==> src/rtl/twos_to_signmag.sv <==
// ============================================================================
//  Module   : twos_to_signmag
//  Purpose  : Two's-complement to sign/magnitude converter. Negative operands
//             are negated by a bit-serial unit, LSB first, one bit per cycle.
//  Revision : 1.0 - initial release
// ============================================================================
`default_nettype none

module twos_to_signmag #(
    parameter int WIDTH = 8
) (
    input  logic             CLK,
    input  logic             RESET,
    input  logic [WIDTH-1:0] DATA_IN,
    input  logic             IN_VALID,
    output logic             IN_READY,
    output logic             OUT_VALID,
    input  logic             OUT_READY,
    output logic             SIGN,
    output logic [WIDTH-1:0] MAGNITUDE,
    output logic             OVERFLOW
);

    localparam int                 CNT_W   = $clog2(WIDTH + 1);
    localparam logic [CNT_W-1:0]   C_LAST  = CNT_W'(WIDTH - 1);
    localparam logic [WIDTH-1:0]   C_MOST_NEG = {1'b1, {(WIDTH-1){1'b0}}};

    typedef enum logic [1:0] {
        IDLE  = 2'd0,
        SHIFT = 2'd1,
        DONE  = 2'd2
    } state_t;

    state_t             state_q;
    logic [WIDTH-1:0]   shreg_q;
    logic [WIDTH-1:0]   res_q;
    logic [WIDTH-1:0]   res_d;
    logic [CNT_W-1:0]   cnt_q;
    logic               seen_q;
    logic               in_ready_q;
    logic               out_valid_q;
    logic               sign_q;
    logic [WIDTH-1:0]   mag_q;
    logic               ovf_q;

    // Serial negation: copy bits up to and including the first 1, invert the rest.
    always_comb begin
        res_d = {(seen_q ? ~shreg_q[0] : shreg_q[0]), res_q[WIDTH-1:1]};
    end

    always_ff @(posedge CLK) begin
        if (RESET) begin
            state_q     <= IDLE;
            shreg_q     <= '0;
            res_q       <= '0;
            cnt_q       <= '0;
            seen_q      <= 1'b0;
            in_ready_q  <= 1'b1;
            out_valid_q <= 1'b0;
            sign_q      <= 1'b0;
            mag_q       <= '0;
            ovf_q       <= 1'b0;
        end else begin
            case (state_q)
                IDLE: begin
                    if (IN_VALID) begin
                        shreg_q    <= DATA_IN;
                        res_q      <= '0;
                        cnt_q      <= '0;
                        seen_q     <= 1'b0;
                        sign_q     <= DATA_IN[WIDTH-1];
                        ovf_q      <= (DATA_IN == C_MOST_NEG);
                        in_ready_q <= 1'b0;
                        if (DATA_IN[WIDTH-1]) begin
                            state_q <= SHIFT;
                        end else begin
                            mag_q       <= DATA_IN;
                            out_valid_q <= 1'b1;
                            state_q     <= DONE;
                        end
                    end
                end
                SHIFT: begin
                    shreg_q <= shreg_q >> 1;
                    seen_q  <= seen_q | shreg_q[0];
                    res_q   <= res_d;
                    cnt_q   <= cnt_q + CNT_W'(1);
                    if (cnt_q == C_LAST) begin
                        mag_q       <= res_d;
                        out_valid_q <= 1'b1;
                        state_q     <= DONE;
                    end
                end
                DONE: begin
                    if (OUT_READY) begin
                        out_valid_q <= 1'b0;
                        in_ready_q  <= 1'b1;
                        state_q     <= IDLE;
                    end
                end
                default: begin
                    out_valid_q <= 1'b0;
                    in_ready_q  <= 1'b1;
                    state_q     <= IDLE;
                end
            endcase
        end
    end

    assign IN_READY  = in_ready_q;
    assign OUT_VALID = out_valid_q;
    assign SIGN      = sign_q;
    assign MAGNITUDE = mag_q;
    assign OVERFLOW  = ovf_q;

endmodule

`default_nettype wire
==> config.mk <==
export PLATFORM = sky130hd
export DESIGN_NAME = twos_to_signmag
export DESIGN_NICKNAME = d
export VERILOG_FILES = /design/src/rtl/twos_to_signmag.sv
export SDC_FILE = /design/constraint.sdc
export NUM_CORES = 1
export LEC_CHECK = 0
export ABC_AREA = 1
export CORE_ASPECT_RATIO = 1.1
export CORE_MARGIN = 8
export CORE_UTILIZATION = 30
export CTS_BUF_LIST = sky130_fd_sc_hd__clkbuf_16
export CTS_CLUSTER_DIAMETER = 150
export DETAILED_ROUTE_END_ITERATION = 7
export GPL_TIMING_DRIVEN = 0
export MAX_ROUTING_LAYER = met4
export PLACE_DENSITY = 0.56
export SLEW_MARGIN = 20
export SYNTH_ARGS = -nofsm -noshare
export SYNTH_HDL_FRONTEND = slang
export SYNTH_SLANG_ARGS = --single-unit
==> constraint.sdc <==
create_clock -name CLK -period 1.2 [get_ports CLK]
set_clock_uncertainty 0.05 [all_clocks]
set_input_delay 0.12 -clock CLK [delete_from_list [all_inputs] [get_ports CLK]]
set_output_delay 0.12 -clock CLK [all_outputs]
set_load 0.03 [all_outputs]
==> flow_metrics.py <==
metrics = {
    "synthesis": {
        "synth_common_cells": "nand2_1, dfxtp_1, nor2_1, a21oi_1, inv_1",
        "synthTopCellsByArea": "dfxtp_1, nand2_1, nor2_1",
        "ys_seq_area_share_pct": 45.2,
        "synthDistinctLibCells": 24,
        "synth_edf_count": 0,
        "synth_top_area_share_pct": 45.2,
        "yosysWarnings": 0,
        "synth_top_flop_cell": "dfxtp_1",
        "syn-mean-instance-area_um2": 6.88,
        "syn-num-nets": 233,
        "yosysMostFrequentCell": "nand2_1",
        "synth_top_cell_by_area": "dfxtp_1",
        "syn_inst": 219,
        "synth.ff_latch_count": 34,
        "async_flop_share_pct": 0,
        "syn_area_um2": 1510,
    },
    "grt": {
        "use_met1_pct": 12.5,
        "grt_pass1_wl_um": 6850,
        "met2_usage_pct": 18.7,
        "busiest_layer": "met2",
        "grt_pass1_vias": 1523,
        "grt_overflow_total": 0,
        "antenna_found_initial": 0,
        "grt_max_degree": 12,
        "met3_usage_pct": 2.80,
        "grt_use_total_pct": 11.3,
    },
    "setup_path": {
        "required_ns": 1.36,
        "slowest_stage": "dfxtp_4",
        "critPathCaptureType": "flop",
        "path_buf_inv": 1,
        "critical_path.max_stage_delay_ns": 0.37,
        "crit_type": "reg2reg",
        "path_cells": "ha_4 -> nand3_2 -> nand2_2 -> nand3_4 -> buf_12 -> nand2_4 -> nand2_1 -> nor2_1",
        "worst_ep_arrival_time_ns": 1.39,
        "critPathTopFamily": "simple AND/OR/NAND/NOR gates",
        "cp_max_fo": 6,
        "startpoint_type": "flop",
    },
    "die": {
        "core-area_um2": 4930,
        "die_x_um": 83.6,
        "row_count": 27,
        "die_y_um": 90.3,
        "die-area_um2": 7550,
        "start_util_pct": 30.5,
        "ios": 24,
    },
    "status": {
        "violations": "negative setup slack",
        "status": "complete, but fails checks",
    },
    "timing": {
        "post-route-period-util_pct": 102,
        "layout_setup_ws_ns": -0.0219,
        "slew_violations": 0,
        "final_hold_viol_count": 0,
        "min_period_ns": 1.22,
        "max-slew-margin-rel_pct": 79.6,
        "rsz0062_at_grt": "true",
        "max_freq_mhz": 818,
        "worst_pin_slew_ns": 0.307,
        "setup_viol": 6,
    },
    "route": {
        "wl_per_cell_um": 12.2,
        "vias": 1437,
        "dr.pass1.iters": 4,
        "postRouteAntennaNets": 0,
        "first_iter_violations": 51,
        "wl_um": 3830,
        "vias_per_cell": 4.56,
        "drc": 0,
    },
    "pwr": {
        "power_frac_comb_pct": 23.5,
        "power_w": 0.00328,
        "p_clk_share_pct": 37.5,
        "p_leak_nw": 0.928,
        "internal_power_w": 0.00229,
        "switchingPower_w": 0.000984,
        "switching_share_pct": 30.0,
        "power_frac_seq_pct": 39.0,
        "powerDensity_nw_per_um2": 1550,
        "vdd_ir_drop_max_mv": 0.932,
    },
    "cells_and_area": {
        "num-fill-cells": 522,
        "final_util_pct": 42.9,
        "seqCellArea_um2": 696,
        "multi_input_area_um2": 762,
        "drive_above_1_share_pct": 19.5,
        "area_growth_pct": 40.4,
        "diodes": 0,
        "layout.cells.non_filler": 315,
        "nNetsFinal": 270,
    },
    "placed_design": {
        "gp_congestion": 0.798,
        "portBuffers": 23,
        "dp_hpwl_um": 2710,
        "dp_slack_ns": -0.400,
        "post-place-cells": 300,
    },
    "flow_run": {
        "drv_cap": 0,
    },
    "cts": {
        "clockBufferDepth": 2,
        "clk_pin_slew_worst_paths_ns": 0.06,
        "clk_latency_ns": 0.28,
        "cts_tree": "done",
        "ctsRootBufferMaster": "clkbuf_16",
        "cts_made_buffers": 5,
        "cts_sinks": 34,
        "htree_levels": 2,
    },
    "min_path": {
        "hp-class": "reg2reg",
    },
}
==> worst reg2reg max path, delay by kind of cell, from the launching register on <==
kind                       cells  cell delay [ns]
DFF                            1             0.37
adders and majority gates      1             0.13
and+or+nand+nor                6             0.45
buffers and inverters          1             0.16
==> flip-flops by register name, summed over array words and instances (netlist names) <==
| register | count |
|---|---|
| state_q | 2 |
| OUT_VALID | 1 |
| MAGNITUDE | 8 |
| IN_READY | 1 |
| SIGN | 1 |
| cnt_q | 4 |
| seen_q | 1 |
| OVERFLOW | 1 |
| shreg_q | 8 |
| res_q | 7 |
==> cell usage in the layout, fill, tap and decap left out <==
cell	n
a21oi_1	17
a21oi_2	2
a31oi_1	4
buf_12	1
buf_2	1
buf_4	7
buf_6	4
clkbuf_16	5
clkbuf_2	2
clkdlybuf4s15_1	8
clkdlybuf4s50_1	11
clkinv_1	1
clkinv_2	2
clkinvlp_4	1
dfxtp_1	30
dfxtp_4	4
dlygate4sd2_1	4
ha_1	1
ha_4	1
inv_1	18
inv_2	2
inv_4	1
nand2_1	65
nand2_2	6
nand2_4	4
nand3_1	3
nand3_2	1
nand3_4	1
nand3b_1	1
nand4_1	1
nor2_1	32
nor2_2	2
nor2_4	1
o21ai_0	5
o21ai_1	6
o21ai_2	1
or2_2	1
==> path summary, 6_finish.rpt <==
kind / start / to / slack, ns / cells after the start
max reg2reg: cnt_q[0] / MAGNITUDE[0] / -0.02 / 8
min reg2reg: res_q[7] / res_q[7] / 0.41 / 2
min: res_q[7] / res_q[7] / 0.41 / 2
max: cnt_q[0] / MAGNITUDE[0] / -0.02 / 8
==> cells by family (layout without fill, tap and decap cells) <==
group | after synthesis | after routing | synth area share [%]
fa+ha+maj | 2 | 2 | 1.66
flops | 34 | 34 | 45.2
buf+inv | 30 | 68 | 8.64
simple gates | 118 | 118 | 32.1
compound gates | 35 | 35 | 12.5
==> power groups by stage <==
stage	clock network [W]	logic, W	registers, W
finish	0.00123	0.000770	0.00128
global route	0.00131	0.000861	0.00129
CTS	0.00126	0.000732	0.00128
detailed placement	0	0.000691	0.00131
global placement	0	0.000684	0.00130
floorplan	0	0.000346	0.00140
==> routing by layer <==
metal,share of wire (%),up-vias
met4,2.0,0
met3,3.3,5
met1,46,651
met2,49,23
li1,-,758
met5,0,-
==> repair_timing <==
item	CTS	global route
pin swaps	6	7
buffers inserted	5	1
hold buffers	0	0
resized for setup	29	26
cloned	1	0
endpoints found under the setup margin	43	31
==> stage by stage <==
step                      setup TNS [ns]  hold slack (ns)  cell area (µm²)
after global routing              -0.969            0.426             2120
after floorplan                        0            0.132             1520
final                            -0.0928            0.410             2120
after global placement             -8.45            0.399             1830
after CTS                         -0.191            0.412             2050
after detailed placement           -9.40            0.403             1830
==> area by class of cell <==
type                       instances  share of cell area [%]
clock inverter                     3                   0.769
multi-input combinational        155                    36.0
tap                               58                    3.43
sequential                        34                    32.9
inverter                          22                    4.08
timing repair buffer              30                    13.9
clock buffer                       5                    5.91
buffer                             8                    3.02
Note: power is estimated with default switching activity, not from simulation.
